==> config.mk <==
export PLATFORM = sky130hd
export DESIGN_NAME = vending_machine
export DESIGN_NICKNAME = d
export VERILOG_FILES = /design/src/rtl/vending_pkg.sv /design/src/rtl/vending_machine.sv
export SDC_FILE = /design/constraint.sdc
export NUM_CORES = 1
export LEC_CHECK = 0
export CORE_AREA = 2 2 39 41
export CTS_CLUSTER_DIAMETER = 30
export CTS_CLUSTER_SIZE = 12
export DETAILED_ROUTE_END_ITERATION = 10
export DIE_AREA = 0 0 41 43
export SYNTH_ARGS = -nofsm -noshare
export SYNTH_HDL_FRONTEND = slang
export SYNTH_SLANG_ARGS = --single-unit
==> constraint.sdc <==
create_clock -name clk -period 4.15 [get_ports clk]
set_input_delay 1.0375 -clock clk [delete_from_list [all_inputs] [get_ports clk]]
set_output_delay 1.0375 -clock clk [all_outputs]
set_load 0.02 [all_outputs]
==> src/rtl/vending_pkg.sv <==
// vending_pkg
// Shared types and constants for the single-product vending controller.
// Credit is tracked in units of 5; the product costs PRICE units.
package vending_pkg;

    // Credit held between edges. 2'b11 is unreachable and recovers to S0.
    typedef enum logic [1:0] {
        S0  = 2'b00,
        S5  = 2'b01,
        S10 = 2'b10
    } state_t;

    // Coin-acceptor codes on the input.
    localparam logic [1:0] COIN_NONE   = 2'b00;
    localparam logic [1:0] COIN_5      = 2'b01;
    localparam logic [1:0] COIN_10     = 2'b10;
    localparam logic [1:0] COIN_CANCEL = 2'b11;

    // Change/refund actuator codes.
    localparam logic [1:0] CHG_NONE = 2'b00;
    localparam logic [1:0] CHG_5    = 2'b01;
    localparam logic [1:0] CHG_10   = 2'b10;

    localparam logic [4:0] PRICE = 5'd15;

    function automatic logic [4:0] coin_units(input logic [1:0] code);
        case (code)
            COIN_5:  coin_units = 5'd5;
            COIN_10: coin_units = 5'd10;
            default: coin_units = 5'd0;
        endcase
    endfunction

    function automatic logic [4:0] state_credit(input state_t s);
        case (s)
            S5:      state_credit = 5'd5;
            S10:     state_credit = 5'd10;
            default: state_credit = 5'd0;
        endcase
    endfunction

    function automatic state_t credit_state(input logic [4:0] credit);
        case (credit)
            5'd5:    credit_state = S5;
            5'd10:   credit_state = S10;
            default: credit_state = S0;
        endcase
    endfunction

    function automatic logic [1:0] change_code(input logic [4:0] units);
        case (units)
            5'd5:    change_code = CHG_5;
            5'd10:   change_code = CHG_10;
            default: change_code = CHG_NONE;
        endcase
    endfunction

endpackage

==> src/rtl/vending_machine.sv <==
// vending_machine
// Accepts one 5- or 10-unit coin per clock, vends when credit reaches
// PRICE, returns overpayment, and refunds held credit on cancel.
// Ports:
//   clk    - system clock, rising edge
//   rst    - synchronous active-low reset
//   in     - coin code: 00 none, 01 five, 10 ten, 11 cancel
//   out    - registered one-cycle dispense pulse
//   change - registered one-cycle change/refund code: 00 none, 01 five, 10 ten
//
// state | meaning
// S0    | no credit held
// S5    | 5 units held
// S10   | 10 units held
module vending_machine
    import vending_pkg::*;
(
    input  logic       clk,
    input  logic       rst,
    input  logic [1:0] in,
    output logic       out,
    output logic [1:0] change
);

    state_t     r_state;
    logic       r_out;
    logic [1:0] r_change;

    state_t     w_state_nxt;
    logic       w_out_nxt;
    logic [1:0] w_change_nxt;
    logic [4:0] w_credit;
    logic [4:0] w_sum;
    logic       w_state_valid;

    always_ff @(posedge clk) begin
        if (!rst) begin
            r_state  <= S0;
            r_out    <= 1'b0;
            r_change <= CHG_NONE;
        end else begin
            r_state  <= w_state_nxt;
            r_out    <= w_out_nxt;
            r_change <= w_change_nxt;
        end
    end

    always_comb begin
        w_state_nxt   = S0;
        w_out_nxt     = 1'b0;
        w_change_nxt  = CHG_NONE;
        w_credit      = state_credit(r_state);
        w_sum         = w_credit + coin_units(in);
        w_state_valid = (r_state == S0) || (r_state == S5) || (r_state == S10);

        // An invalid encoding falls through to the S0/no-output defaults.
        if (w_state_valid) begin
            if (in == COIN_CANCEL) begin
                w_change_nxt = change_code(w_credit);
            end else if (w_sum >= PRICE) begin
                // Credit never exceeds 10 before a coin, so the excess is 0 or 5.
                w_out_nxt    = 1'b1;
                w_change_nxt = change_code(w_sum - PRICE);
            end else begin
                w_state_nxt = credit_state(w_sum);
            end
        end
    end

    assign out    = r_out;
    assign change = r_change;

endmodule

**Yosys cells after proc, flatten, opt, wreduce, memory -nomap -nowiden**

Cells that the tools add are included.

- Add/subtract/negate cells: 2
- Reductions and logical operators: 6
- Bitwise operators: 2
- Eq/ne operators: 11
- Muxes and demuxes: 8
- Magnitude comparators: 1

Operators by type and width:

| cell | number |
|---|---|
| $pmux W4 S2 | 2 |
| $eq A5 B3 Y1 const B | 3 |
| $eq A5 B4 Y1 const B | 3 |
| $pmux W2 S2 | 3 |
| $eq A2 B2 Y1 const B | 3 |
| $add A5 B5 Y5 | 1 |
| $ge A5 B4 Y1 const B | 1 |
| $sub A5 B4 Y5 const B | 1 |
| $eq A2 B1 Y1 const B | 2 |
| $mux W2 | 2 |
| $reduce_or A4 Y1 | 1 |
| $reduce_or A3 Y1 | 1 |
| $logic_not A2 Y1 | 1 |
| $logic_or A1 B1 Y1 | 2 |
| $not A1 Y1 | 2 |
| $reduce_and A2 Y1 | 1 |
| $mux W1 | 1 |

- Register bits: 5
- Logic and storage cells: 33
- Bits of input ports: 4
- Output and inout port bits: 3

**Logic depth before layout (Yosys ltp)**

- Word-level depth: 8
- Mapped depth: 9
- Mapped depth without buffers: 9

**Least setup slack after synthesis**

Ideal clock, no wire load.

- Path type: input to register
- Start point: input in[1]
- End point: register r_state[0]
- Buffers on the path: 0
- Data arrival time: 2832 ps
- Cell stages on the path: 9
- Slack: 1218 ps
- Required time: 4050 ps
- Setup time: 100 ps
- Cell sequence: nor2b_1 -> ha_1 -> or3_4 -> nand4_1 -> nor2_1 -> ha_1 -> nor2_1 -> nand3_1 -> a2111oi_4

- Cells in the longest elaborated chain, start to end: 5
- Elaborated cells on any way between the ends: 10
- Classes of those cells: add/sub (1); order compare (1); eq/ne (5); mux (2); reduce/logical (1)

RTL lines:

| element | line | source |
|---|---|---|
| start, declared | vending_machine.sv:20 | `input logic [1:0] in,` |
| $eq A2 B2 Y1 / $eq A2 B1 Y1 (equally long branches) | vending_pkg.sv:27 | `case (code)` |
| $pmux W4 S2 | vending_pkg.sv:27 |  |
| $add A5 B5 Y5 | vending_machine.sv:53 | `w_sum = w_credit + coin_units(in);` |
| $ge A5 B4 Y1 (tied with other cells) | vending_machine.sv:60 | `end else if (w_sum >= PRICE) begin` |
| $reduce_or A4 Y1 (no source line) / $pmux W2 S2 (equally long branches) | - |  |
| end signal, assigned | vending_machine.sv:42 | `r_state <= w_state_nxt;` |
| end, declared | vending_machine.sv:25 | `state_t r_state;` |

Parallel ways exist; a longest one is shown, timed or not.
A chain may end at the register's enable or synchronous reset.

**Worst setup path after layout**

Same ends and word-level chain as after synthesis.

==> results.md <==
* Post-CTS Hold Fix Bufs at 0
* Count of cell types in the netlist at 18
* Syn Inst Count at 35
* Post-CTS Resized at 0
* Period utilization at 0.815
* 1st-iter DRT viols at 6
* Avg WL per Cell at 10.2 um
* Post-CTS Setup Repair Bufs at 0
* CTS root buf: clkbuf_4
* Synth Area per Inst at 9.58 um2
* CTS tree: built
* Fill count at 143
* Cell internal pwr at 0.0971 mW
* Top cells by area, synth: dfxtp_1 30%, ha_1 11%, a2111oi_4 8.2%
* Placed cells at 57
* Crit path cell chain: clkdlybuf4s50_1, nor2b_1, ha_1, or3_4, nand4_1, nor2_1, ha_1, nor2_1, nand3_1, a2111oi_4
* Worst-skew pair later-pin latency at 240 ps
* Gp weighted congestion at 0.718
* Core Rows at 14
* Hold slack at 583 ps
* WP buf/inv at 1
* Vias in the first global route at 256
* EDFF count, synth at 0
* Post-synthesis cell area at 335 um2
* Placed Area at 415 um2
* Outcome: finished clean
* Max-slew violations at 0
* Worst Min Path Start: r_state[1]
* Port bufs at 6
* CTS Buf Count at 3
* Global-route wire length before repair at 1.02 mm
* Clock power share at 0.430
* F_max at 296 MHz
* Yosys reg bits at 5
* Post-synth top area cell: dfxtp_1
* Drt drc at 0
* Layout Utilization at 0.319
* H-tree depth at 1
* # clock sinks at 5
* RSZ-0062 raised after global routing: false
* Worst-Margin Slew at 316 ps
* Core area at 1380 um2
* LEAKAGE at 0.162 nW
* Final HPWL DP at 497 um
* Top delay family on crit path: simple AND/OR/NAND/NOR gates
* Seq/Total Area, Yosys at 0.299
* Finished Cell Area at 442 um2
* CP startpoint: in[1]
* Worst setup SP type: input port
* Vias post-DR at 291
* Dpl ws at 534 ps
* Crit path max fanout at 3
* Overflow after GRT at 0
* Hold WC Path Type: reg -> reg
* Worst ir drop on vdd at 0.0701 mV
* Initial antenna violation count at 0
* Ranking of synthesized cells by instance count: 5 x dfxtp_1, 4 x nor2b_1, 3 x a21oi_1, 3 x ha_1
* Post-synth ARST share at 0
* Setup violators final at 0
* Chip width at 41 um
* Nature of the critical path endpoint: flip-flop
* Required time of the critical path at 4290 ps
* Final ANT Viol Nets at 0
* Fin Clk Skew at 1.96 ps
* Initial Util at 0.242
* Gr usage total at 0.0832
* DR vias/cell at 4.77
* Clock Pin Slew Worst Setup and Hold Paths at 40 ps
* Crit Path Class: in -> reg
* Die Height at 43 um
* Crit path max-delay cell type: clkdlybuf4s50_1
* Synth-to-layout area growth at 31.7%
* Fin nets at 54
* Post-Syn Nets at 43
* Post-Route WL at 620 um
* Synth Warn # at 0
* Seq pwr share at 0.391
* P_sw at 0.0319 mW
* Largest net degree at the start of global routing at 7
* Power Total at 0.129 mW
* Maxcap violations at 0
* Switch share at 0.248
* Io pins at 7
* Reg2reg start: r_state[1]
* Pwr per Cell Area at 292 nW/um2
* Final Hold Fails at 0
* Logic pwr share at 0.178
* Bufs on Longest Clock Path at 2
* Diode count at 0
* Final setup margin at 768 ps
* Die area at 1760 um2
* Crit path largest cell delay at 490 ps
* Post-synth top flop: dfxtp_1
* DR pass1 iterations at 3
* Final setup TNS at 0 ps
* Most common cell in the netlist: dfxtp_1
* Top cell type's share of synthesized area at 0.299
* Share of cells above drive strength 1 at 0.133
* Final non-filler cell total at 61
* Slew headroom at 0.788
* Min Tclk post-route at 3380 ps
* Crit path DAT at 3520 ps
## worst paths after layout
check | to | slack [ps] | cells after the start
worst max-delay path | r_state[0] | 770 | 10
worst max register to register | r_state[0] | 1650 | 9
worst min register to register | change[1] | 580 | 2
worst min-delay path | change[1] | 580 | 2
## flip-flops by register name (all words and copies together) (netlist names)
signal and count:
change 2, out 1, r_state 2
## logic make-up after synthesis
family,after synthesis,synth area share
compound gates,8,0.194
xor+xnor,1,0.0261
fa+ha+maj,4,0.172
buf+inv,2,0.0224
flops,5,0.299
simple gates,15,0.287
## placed cells by master (no fill, tap or decap), drive strengths merged, types with 2 or more instances in the layout
cell type      instances
a21oi                  3
nand4                  2
nand3                  2
clkbuf                 4
dfxtp                  5
nor2b                  4
o21ai                  3
nor2                   2
ha                     3
nand2                  2
clkdlybuf4s50          6
inv                    2
## power by group through the flow
stage                     combinational, mW  clock (mW)  sequential (mW)
after floorplan                      0.0148           0           0.0524
after global placement               0.0230           0           0.0513
after detailed placement             0.0230           0           0.0513
after CTS                            0.0232      0.0594           0.0505
after global routing                 0.0252      0.0616           0.0506
final                                0.0230      0.0555           0.0505
## worst register-to-register path, stage by stage, from the launching register on
cell,delay (ps)
dfxtp_1,370
nor2b_1,270
ha_1,310
or3_4,430
nand4_1,140
nor2_1,60
ha_1,170
nor2_1,130
nand3_1,180
a2111oi_4,350
## final cells by class
cell class              count  area (um2)  share of cell area
clock buffers               4        26.3              0.0595
flip-flops and latches      5         100               0.227
repair buffers              6        60.1               0.136
multi-input cells          28         228               0.516
inverters                   2        7.51              0.0170
well taps                  16        20.0              0.0453
## layer usage
layer  routed length, um  vias to the layer above  part of all wire  track usage
met5                   0                        -                 0            0
met1                 277                      136              0.45        0.106
li1                    -                      148                 -            -
met3                  35                        0             0.056       0.0157
met2                 307                        7              0.50        0.128
met4                   0                        0                 0       0.0400
Note: power is estimated with default switching activity, not from simulation.
==> RTL edit (same flow settings) <==
The output `change` loses its register stage (`r_change` becomes a continuous assignment).
--- a/src/rtl/vending_machine.sv
+++ b/src/rtl/vending_machine.sv
@@ -37,13 +37,13 @@
         if (!rst) begin
             r_state  <= S0;
             r_out    <= 1'b0;
-            r_change <= CHG_NONE;
         end else begin
             r_state  <= w_state_nxt;
             r_out    <= w_out_nxt;
-            r_change <= w_change_nxt;
         end
     end
+
+    assign r_change = w_change_nxt;
 
     always_comb begin
         w_state_nxt   = S0;
Function: changed (a bounded check fails within 4 cycles, from zero or initial values).
==> RTL edit against the unedited design <==
  * Sequential cell count shrank 2
  * Area after synthesis shrank 1.9%
  * Global-route usage grew 3.4 points
  * Worst setup slack lost 0.69 ns
  * Power shrank 4.9%
  * Routed wire length grew 24%
  * Clock power shrank 10%
  * Design area grew 30%
  * Critical path type is now in -> out
  * Largest cell class unchanged
  * Largest power group unchanged
  * Highest routed layer unchanged
==> RTL edit: results (changes against the unedited design) <==
Post-Synthesis Cells 39 (+11%); Detail Placement HPWL 613 µm (+23%); Flop+latch power 30.5 µW (-40%); worst slack at placement -0.937 ns (-1.47 ns); worst-margin pin slew 0.332 ns (+0.0157 ns); Synth top cells by count nor2_1, nor2b_1, dfxtp_1, ha_1; Psw 33.3 µW (+4.4%); placed insts 70 (+23%); first-pass GRT wire length 1390 µm (+36%); Iter 0 DRT Violations 1 (-5); Worst setup startpoint in[0]; outcome completed; number of global-route vias before repair 356 (+39%); # nets final 69 (+28%); Clk. pwr 49.8 µW (-10%); sequential area share after synthesis 0.183 (-0.116); Via Count 347 (+19%); Distinct cells, synth 23 (+5); Synth Net Count 47 (+9.3%); # hold bufs at CTS 0 (unchanged); PwrDens 213 mW/mm² (-27%); Worst VDD drop 0.0000637 V (-9.2%); clk_skew 0.000850 ns (-0.00111 ns); Post-DP Area 484 µm² (+17%); pin count of the biggest net entering global routing 8 (+1); fraction of layout cells with a size suffix above 1 0.483 (+0.350); vias per cell 4.57 (-4.3%); critical path arrival 3.04 ns (-0.48 ns); asr flop ratio synth 0 (unchanged); DR WL met2 414 µm (+35%); Min-Delay Path Class reg -> reg; RR Startpoint r_state[0]; wire per inst 10.1 µm (-0.45%); leakage 0.249 nW (+54%); met1 WL 343 µm (+24%); Layout fillers 147 (+2.8%); Gates resized, CTS repair 25 (+25); met3 wire length 11 µm (-69%); CP Max Fanout 3 (unchanged); largest cells by area after synthesis dfxtp_1, ha_1, nor2b_1; Total GRT Usage 0.117 (+0.0342)
[RTL edit: cell count changes after synthesis, moves of 2 or more]
| cell | change |
|---|---|
| dfxtp_1 | -2 |
| nor2_1 | +3 |
| nand4_1 | -2 |
| a21oi_1 | -2 |
| mux2i_1 | +2 |
[RTL edit: critical path, stage by stage]
cell and delay, ns:
buf_6 0.09, nor2b_4 0.12, ha_4 0.15, fa_1 0.52
nor2b_4 0.15, and3_4 0.19, ha_4 0.20, nor2_4 0.11
nand3_2 0.10, a211oi_4 0.22, buf_6 0.14
[RTL edit: kinds of logic after synthesis]
group / after synthesis / share of synthesized area
multiplexers: 3 / 0.106
flip-flops: 3 / 0.183
XOR/XNOR: 2 / 0.0532
buffers and inverters: 1 / 0.0114
adder cells (fa/ha/maj): 4 / 0.175
AND/OR/NAND/NOR: 21 / 0.361
AO/OA/AOI/OAI: 5 / 0.110
[RTL edit: worst paths after layout]
check / to / slack (ns) / cells past startpoint
worst max-delay path: change[1] / 0.07 / 11
worst min-delay path: out / 0.66 / 3
worst max register to register: r_state[0] / 1.74 / 8
worst min register to register: out / 0.66 / 3
[RTL edit: metrics by stage]
stage	utilization	setup TNS, ns
after floorplan	-	0
after global placement	0.350	-1.63
after detailed placement	0.350	-1.69
after CTS	0.403	0
after global routing	0.416	-0.00214
final	0.416	0
[RTL edit: layer usage]
| metal | vias up | track usage |
|---|---|---|
| li1 | 180 | - |
| met1 | 164 | 0.145 |
| met3 | 0 | 0.0157 |
| met5 | - | 0 |
| met4 | 0 | 0.0800 |
| met2 | 3 | 0.178 |
[RTL edit: layout make-up]
class                           count  area share
Multi-Input combinational cell     35       0.574
Clock buffer                        4      0.0457
Sequential cell                     3       0.104
Tap cell                           16      0.0348
Inverter                            1     0.00652
Timing Repair Buffer               17       0.235
